--- src/rtl/window_cache_if.sv ---
// Load/shift/clear command bus and window output bus for window_cache.
// Ports: master drives ld_en/ld_row/ld_seg/ld_data, shk_en, clr_en and reads the window;
//        slave (the cache) reads the commands and drives win_data, cell_valid, win_valid, ld_err, shk_cnt.
interface window_cache_if #(
  parameter int PW   = 24,
  parameter int ROWS = 3,
  parameter int COLS = 4,
  parameter int SEG  = 2
);
  // Index widths are derived from the geometry and never set directly.
  localparam int RW = (ROWS > 1) ? $clog2(ROWS) : 1;
  localparam int SW = ((COLS / SEG) > 1) ? $clog2(COLS / SEG) : 1;

  logic                     ld_en;
  logic [RW-1:0]            ld_row;
  logic [SW-1:0]            ld_seg;
  logic [SEG*PW-1:0]        ld_data;
  logic                     shk_en;
  logic                     clr_en;
  logic [ROWS*COLS*PW-1:0]  win_data;
  logic [ROWS*COLS-1:0]     cell_valid;
  logic                     win_valid;
  logic                     ld_err;
  logic [7:0]               shk_cnt;

  modport master (
    output ld_en, ld_row, ld_seg, ld_data, shk_en, clr_en,
    input  win_data, cell_valid, win_valid, ld_err, shk_cnt
  );

  modport slave (
    input  ld_en, ld_row, ld_seg, ld_data, shk_en, clr_en,
    output win_data, cell_valid, win_valid, ld_err, shk_cnt
  );
endinterface

--- src/rtl/window_cache.sv ---
// ROWS x COLS pixel-window cache: segment loads, slide-left-one-column shifts, per-cell validity.
// Ports: clk, rst (async active-low), bus (slave modport of window_cache_if); every operation
//        is visible one cycle after the edge that samples it, no backpressure, one op of each kind per cycle.
module window_cache #(
  parameter int PW   = 24,
  parameter int ROWS = 3,
  parameter int COLS = 4,
  parameter int SEG  = 2
) (
  input  logic           clk,
  input  logic           rst,
  window_cache_if.slave  bus
);
  localparam int NC   = ROWS * COLS;
  localparam int NSEG = COLS / SEG;

  // Cell (r,c) lives at index r*COLS+c, so the packed array is already the win_data layout.
  logic [NC-1:0][PW-1:0] pix_q, pix_d;
  logic [NC-1:0]         vld_q, vld_d;
  logic                  win_vld_q;
  logic                  err_q, err_d;
  logic [7:0]            cnt_q, cnt_d;
  logic                  ld_bad;

  always_comb begin
    ld_bad = (int'(bus.ld_row) >= ROWS) || (int'(bus.ld_seg) >= NSEG);
  end

  always_comb begin
    pix_d = pix_q;
    vld_d = vld_q;
    cnt_d = cnt_q;
    err_d = 1'b0;
    if (bus.clr_en) begin
      // Clear wins outright; any strobe alongside it is dropped, including reject reporting.
      pix_d = '0;
      vld_d = '0;
      cnt_d = '0;
    end else begin
      if (bus.shk_en) begin
        for (int r = 0; r < ROWS; r++) begin
          for (int c = 0; c < COLS - 1; c++) begin
            pix_d[r*COLS+c] = pix_q[r*COLS+c+1];
            vld_d[r*COLS+c] = vld_q[r*COLS+c+1];
          end
          pix_d[r*COLS+COLS-1] = '0;
          vld_d[r*COLS+COLS-1] = 1'b0;
        end
        if (cnt_q != 8'hFF) begin
          cnt_d = cnt_q + 8'd1;
        end
      end
      // The load lands on the post-shift image, so it overrides shifted-in data or zero fill.
      if (bus.ld_en) begin
        if (ld_bad) begin
          err_d = 1'b1;
        end else begin
          for (int r = 0; r < ROWS; r++) begin
            for (int c = 0; c < COLS; c++) begin
              if ((r == int'(bus.ld_row)) && ((c / SEG) == int'(bus.ld_seg))) begin
                pix_d[r*COLS+c] = bus.ld_data[(c % SEG)*PW +: PW];
                vld_d[r*COLS+c] = 1'b1;
              end
            end
          end
        end
      end
    end
  end

  always_ff @(posedge clk or negedge rst) begin
    if (!rst) begin
      pix_q     <= '0;
      vld_q     <= '0;
      win_vld_q <= 1'b0;
      err_q     <= 1'b0;
      cnt_q     <= '0;
    end else begin
      pix_q     <= pix_d;
      vld_q     <= vld_d;
      // Reduced from next-state so win_valid never lags cell_valid by a cycle.
      win_vld_q <= &vld_d;
      err_q     <= err_d;
      cnt_q     <= cnt_d;
    end
  end

  assign bus.win_data   = pix_q;
  assign bus.cell_valid = vld_q;
  assign bus.win_valid  = win_vld_q;
  assign bus.ld_err     = err_q;
  assign bus.shk_cnt    = cnt_q;
endmodule

--- src/flat_wrapper.sv ---
// flat-port wrapper written by rule: the top's interface ports become plain ports
module window_cache_flat 
#(
  parameter int PW   = 24,
  parameter int ROWS = 3,
  parameter int COLS = 4,
  parameter int SEG  = 2
)
  (clk, rst, bus_ld_en, bus_ld_row, bus_ld_seg, bus_ld_data, bus_shk_en, bus_clr_en, bus_win_data, bus_cell_valid, bus_win_valid, bus_ld_err, bus_shk_cnt);
  window_cache_if #(.PW(PW), .ROWS(ROWS), .COLS(COLS), .SEG(SEG)) bus_i ();
  input  logic clk;
  input  logic rst;
  input wire logic [$bits(bus_i.ld_en)-1:0] bus_ld_en;
  input wire logic [$bits(bus_i.ld_row)-1:0] bus_ld_row;
  input wire logic [$bits(bus_i.ld_seg)-1:0] bus_ld_seg;
  input wire logic [$bits(bus_i.ld_data)-1:0] bus_ld_data;
  input wire logic [$bits(bus_i.shk_en)-1:0] bus_shk_en;
  input wire logic [$bits(bus_i.clr_en)-1:0] bus_clr_en;
  output wire logic [$bits(bus_i.win_data)-1:0] bus_win_data;
  output wire logic [$bits(bus_i.cell_valid)-1:0] bus_cell_valid;
  output wire logic [$bits(bus_i.win_valid)-1:0] bus_win_valid;
  output wire logic [$bits(bus_i.ld_err)-1:0] bus_ld_err;
  output wire logic [$bits(bus_i.shk_cnt)-1:0] bus_shk_cnt;
  assign bus_i.ld_en = bus_ld_en;
  assign bus_i.ld_row = bus_ld_row;
  assign bus_i.ld_seg = bus_ld_seg;
  assign bus_i.ld_data = bus_ld_data;
  assign bus_i.shk_en = bus_shk_en;
  assign bus_i.clr_en = bus_clr_en;
  assign bus_win_data = bus_i.win_data;
  assign bus_cell_valid = bus_i.cell_valid;
  assign bus_win_valid = bus_i.win_valid;
  assign bus_ld_err = bus_i.ld_err;
  assign bus_shk_cnt = bus_i.shk_cnt;
  window_cache #(.PW(PW), .ROWS(ROWS), .COLS(COLS), .SEG(SEG)) u_core (.clk(clk), .rst(rst), .bus(bus_i));
endmodule
--- config.mk ---
export PLATFORM = sky130hd
export DESIGN_NAME = window_cache_flat
export DESIGN_NICKNAME = d
export VERILOG_FILES = /design/src/rtl/window_cache_if.sv /design/src/rtl/window_cache.sv /design/src/flat_wrapper.sv
export SDC_FILE = /design/constraint.sdc
export NUM_CORES = 1
export LEC_CHECK = 0
export BUFFER_PORTS_ARGS = -buffer_cell sky130_fd_sc_hd__buf_2
export CORE_AREA = 3 3 196 198
export DETAILED_ROUTE_END_ITERATION = 10
export DIE_AREA = 0 0 199 201
export GPL_TIMING_DRIVEN = 0
export PLACE_DENSITY_LB_ADDON = 0.1
export SETUP_SLACK_MARGIN = 0.05
export SLEW_MARGIN = 5
export SYNTH_ARGS = -nofsm -noshare
export SYNTH_HDL_FRONTEND = slang
export SYNTH_SLANG_ARGS = --single-unit
--- constraint.sdc ---
create_clock -name clk -period 2.2 [get_ports clk]
set_clock_uncertainty 0.15 [all_clocks]
set_input_delay 0.44 -clock clk [delete_from_list [all_inputs] [get_ports clk]]
set_output_delay 0.44 -clock clk [all_outputs]
set_load 0.02 [all_outputs]
**After elaboration in Yosys (flattened, before gate mapping)**

Index checks and enable logic that the tools add are counted.

- Add/sub/neg operators: 1
- Order comparisons: 1
- Equal/unequal tests: 3
- Multiplexer cells: 38
- Bitwise logic cells: 1
- Reductions and logical operators: 11

Operators with widths:

| kind | number |
|---|---|
| 288-bit two-way mux | 4 |
| 24-bit two-way mux | 12 |
| 12-bit two-way mux | 4 |
| 8-bit two-way mux | 3 |
| 1-bit two-way mux | 15 |
| 12-bit AND reduction | 1 |
| 8-bit by 1-bit adder with 8-bit output (second input constant) | 1 |
| 8-bit inequality test (second input constant) | 1 |
| 1-bit logical AND | 6 |
| 2-bit equality test (first input constant) | 2 |
| 2-bit nonzero test | 2 |
| 2-bit greater-or-equal comparator (second input constant) | 1 |
| 2-bit logical NOT | 1 |
| 2-bit AND reduction | 1 |
| 1-bit inverter | 1 |

- Register bits after elaboration: 310
- Output and inout port bits: 310

**Longest topological paths before layout**

- Word-level depth: 7
- Depth in mapped cells: 6
- Gate-level depth less buffers: 5

**Worst setup path after synthesis**

OpenSTA, ideal clock, no wires.

- Path kind: reg-to-reg
- Start: register u_core.cnt_q[0] (netlist: u_core.bus.shk_cnt[0])
- End: register u_core.cnt_q[1] (netlist: u_core.bus.shk_cnt[1])
- Arrival time: 1.532 ns
- Required time: 1.918 ns
- Setup slack: 0.386 ns
- Cell stages (with the launch flop): 6
- Path buffers: 0
- Period minus slack after synthesis: 1.814 ns
- Cell sequence: dfrtp_1 -> ha_1 -> nand4_1 -> o21ai_0 -> mux2i_1 -> nor2_1

- Longest elaborated chain between the ends: 4
- Elaborated cells on any way between the ends: 7

RTL lines:

| element | RTL line | text |
|---|---|---|
| from (decl) | window_cache.sv:22 | `logic [7:0] cnt_q, cnt_d;` |
| from (signal assigned) | window_cache.sv:84 | `cnt_q <= cnt_d;` |
| 8-bit by 1-bit adder with 8-bit output | window_cache.sv:50 | `cnt_d = cnt_q + 8'd1;` |
| 8-bit two-way mux | window_cache.sv:49 | `if (cnt_q != 8'hFF) begin` |
| 8-bit two-way mux | window_cache.sv:40 | `if (bus.shk_en) begin` |
| 8-bit two-way mux | window_cache.sv:34 | `if (bus.clr_en) begin` |

Several ways; a longest one is shown, not always the timed one. The select of a mux whose other input is x is not followed.
A chain may end at the register's enable or synchronous reset.

**Worst setup path after layout**

Ends and elaborated chain as after synthesis.

==> run_results.csv <==
group,metric,value,unit
timing,hold_slack,0.09597,ns
worst_setup_path,path_delay_family,"compound AO/OA/AOI/OAI gates",
routing,final_antenna_net_count,0,
worst_setup_path,cp.buffers_inverters,0,
placement,dpl_cell_area,17160,um^2
timing,max_clock_freq,522.3,MHz
worst_setup_path,type_of_element_capturing_the_critical_path,"flop",
worst_setup_path,crit_path_max_incr_delay,0.52,ns
timing,final.setup.tns,0,ns
pwr,report.power.total,13.53,mW
timing,post-route-period-util,0.8703,
synthesis,synth_mux_area_frac,0.1566,
die,die_wd,199,um
cts,clock_pin_slew_of_the_registers_on_the_worst_case_setup_and_hold_paths,0.05,ns
cts,cts_inserted_buffers,37,
placement,gp_routability_congestion,0.8801,
cts,clk_latency,0.53,ns
timing,drv_slew,0,
global_route,antenna_found_initial,2,
synthesis,dominant_combinational_cell_family_by_area_after_synthesis,"multiplexers",
worst_setup_path,critical_path.cell_chain,"ha_1 > nand4_1 > o21ai_0 > mux2i_1 > nor2_1",
placement,post_dp_hpwl,45580,um
routing,avgViaCountPerCell,5.748,
timing,timing.final.hold_violations,0,
cts,tritoncts,"built",
routing,drt_first_pass_iters,6,
synthesis,syn-cell-area,14660,um^2
timing,rsz0062_at_grt,"no",
global_route,grt.overflow.total,0,
synthesis,synth_cells,1391,
cts,cts.sinks,310,
worst_setup_path,cp.arrival,2.14,ns
timing,slew-limit-headroom,0.4400,
routing,remaining_drc_errors,0,
synthesis,synth_seq_cells,310,
die,core.rowCount,70,
placement,numPortBuffers,363,
routing,wl_per_cell,27.42,um
timing,worst_slew_pin_slew,0.8400,ns
synthesis,synthAdderAreaFrac,0.0008533,
routing,detailroute.via_count,13150,
die,floorplan.initialDensity,0.3996,
timing,final_period_minus_worst_setup_slack,1.915,ns
pwr,static-leakage-power,9.314,nW
pwr,areal_power_density_over_the_cells,738.7,nW/um^2
pwr,max_ir_drop_vdd,0.0004791,V
synthesis,ys_warn_count,0,
routing,initialDrtViolationCount,904,
finish,fillcell_total,3506,
finish,synthToLayoutAreaGrowth,24.93,%
finish,layout-drive-gt1-share,0.2624,
synthesis,synth_enable_flop_cells,0,
finish,final_nets,1854,
min_path,min_path_type,"input port to flop",
worst_setup_path,timing.critical_path.slowest_stage_cell,"sky130_fd_sc_hd__o21ai_0",
die,placeableCoreArea,36700,um^2
synthesis,share_of_flip_flops_with_an_asynchronous_set_or_reset_after_synthesis,1.000,
routing,totalWireLength,62740,um
synthesis,synth.distinct_cells,30,
worst_setup_path,worst-setup-path-type,"flop to flop",
die,design.portCount,366,
die,floorplan.die.height,201,um
cts,post_cts_resize_count,0,
worst_setup_path,critical_path.max_fanout,5,
global_route,grt_start_max_net_pins,104,
synthesis,mapped_nets,1448,
timing,setup_violating_endpoint_count_in_the_final_report,0,
die,die-area,40000,um^2
cts,cts-htree-levels,2,
cts,cts.path.max_buffers,3,
global_route,via_count_of_the_first_global_routing_pass,13080,
worst_setup_path,cp.required,2.43,ns
finish,post-route-cell-area,18320,um^2
cts,cts.repair_timing.setup_buffer_count,0,
synthesis,ys_seq_area_frac,0.5291,
worst_setup_path,startpoint_type,"flop",
synthesis,yosys.area_share.simple,0.1265,
synthesis,ys.flop_type,"sky130_fd_sc_hd__dfrtp_1",
job,cap_violations,0,
synthesis,post_synth_xor_area_fraction,0.001792,
synthesis,syn_area_per_cell,10.54,um^2
synthesis,post_synthesis_compound_gate_area_fraction,0.1440,
run_status,outcome,"completed",
global_route,global_route_wire_length_before_repair,90100,um
global_route,globalRouteTotalUtil,0.3058,
cts,clock-root-buffer,"sky130_fd_sc_hd__clkbuf_16",
==> cell usage in the layout, fill, tap and decap left out, drive strengths merged, types with 2 or more instances in the layout <==
cell,n
or3,3
mux2i,226
nor2,224
nand2,81
buf,432
dfrtp,310
nand3,4
o21ai,4
xor2,3
diode,2
nand3b,73
a21oi,87
nand4,2
nor2b,3
nand2b,5
clkbuf,122
mux2,3
and3,4
a211oi,216
inv,2
clkinv,4
==> power by group <==
group	total [mW]	internal [mW]	switching, mW
Combinational	1.61	0.459	1.15
Clock	5.91	3.48	2.43
Sequential	6.01	5.86	0.146
Total	13.5	9.81	3.72
==> tightest hold or removal path, stage by stage <==
cell and delay (ns):
sky130_fd_sc_hd__buf_2 0.12, sky130_fd_sc_hd__nand2_1 0.08, sky130_fd_sc_hd__nor3b_1 0.07
==> state kept, by name, indices dropped and copies added (netlist names) <==
register / count
u_core.bus.shk_cnt: 8
u_core.bus.win_valid: 1
u_core.bus.ld_err: 1
u_core.bus.cell_valid: 12
u_core.bus.win_data: 288
==> per-stage QoR <==
step                  util  cells  worst slack [ns]
detailed placement  0.4675   2225           -0.1758
global route        0.4991   2288            0.1122
finish              0.4991   2288            0.2853
CTS                 0.4990   2286            0.2721
floorplan                -   1391            0.3863
global placement    0.4650   2222            -5.747
==> path summary, 6_finish.rpt <==
path / startpoint / end / slack, ns / cells after the start
worst max-delay path: u_core.bus.shk_cnt[0] / u_core.bus.shk_cnt[1] / 0.29 / 5
worst min-delay path: bus_ld_row[1] / u_core.bus.ld_err / 0.1 / 3
worst max register to register: u_core.bus.shk_cnt[0] / u_core.bus.shk_cnt[1] / 0.29 / 5
worst min register to register: u_core.bus.win_data[87] / u_core.bus.win_data[87] / 0.42 / 2
max in group asynchronous: rst / u_core.bus.win_data[249] / 0.45 / 4
min in group asynchronous: rst / u_core.bus.win_data[20] / 0.20 / 2
==> what timing repair did <==
item                       in CTS  in global routing
hold buffers                    1                  0
hold endpoints to repair      176                  0
setup endpoints to repair       0                  0
==> final cells by class <==
class / count / area [um^2] / area share
multi-input cells: 947 / 6301 / 0.3440
clock buffers: 55 / 1116 / 0.06093
well taps: 468 / 585.6 / 0.03197
repair buffers: 367 / 1919 / 0.1048
inverters: 1 / 3.754 / 0.0002049
flip-flops and latches: 310 / 7757 / 0.4235
diodes: 2 / 5.005 / 0.0002732
clock inverters: 5 / 28.78 / 0.001571
plain buffers: 133 / 600.6 / 0.03279
==> routing by layer <==
| metal | track usage | share of wire | vias up |
|---|---|---|---|
| li1 | - | - | 5802 |
| met1 | 0.4291 | 0.43 | 6600 |
| met2 | 0.4626 | 0.44 | 626 |
| met3 | 0.07351 | 0.093 | 123 |
| met4 | 0.1092 | 0.037 | 0 |
| met5 | 0 | 0 | - |
==> synthesized netlist by cell type, types with 2 or more instances <==
library cell               number  area [um^2]
sky130_fd_sc_hd__nand3b_1      73        548.0
sky130_fd_sc_hd__xor2_1         3        26.28
sky130_fd_sc_hd__dfrtp_1      310         7757
sky130_fd_sc_hd__mux2i_1      226         2262
sky130_fd_sc_hd__buf_1         10        37.54
sky130_fd_sc_hd__or3_1          3        18.77
sky130_fd_sc_hd__nor2b_1        3        18.77
sky130_fd_sc_hd__nand4_1        2        12.51
sky130_fd_sc_hd__nand2b_1       5        31.28
sky130_fd_sc_hd__a21oi_1       87        435.4
sky130_fd_sc_hd__nand2_1       81        304.0
sky130_fd_sc_hd__mux2_2         3        33.78
sky130_fd_sc_hd__a211oi_1     216         1622
sky130_fd_sc_hd__and3_1         4        25.02
sky130_fd_sc_hd__o21ai_0        4        20.02
sky130_fd_sc_hd__buf_6          5        56.30
sky130_fd_sc_hd__nor2_1       224        840.8
sky130_fd_sc_hd__nand3_1        4        20.02
sky130_fd_sc_hd__buf_2         51        255.2
sky130_fd_sc_hd__clkbuf_1      67        251.5
==> cells by family after synthesis <==
kind of cell / after synthesis
compound gates: 311
flops: 310
xor+xnor: 3
simple gates: 403
mux: 229
fa+ha+maj: 1
buf+inv: 134
No activity file was read; power rests on OpenSTA's default activity.
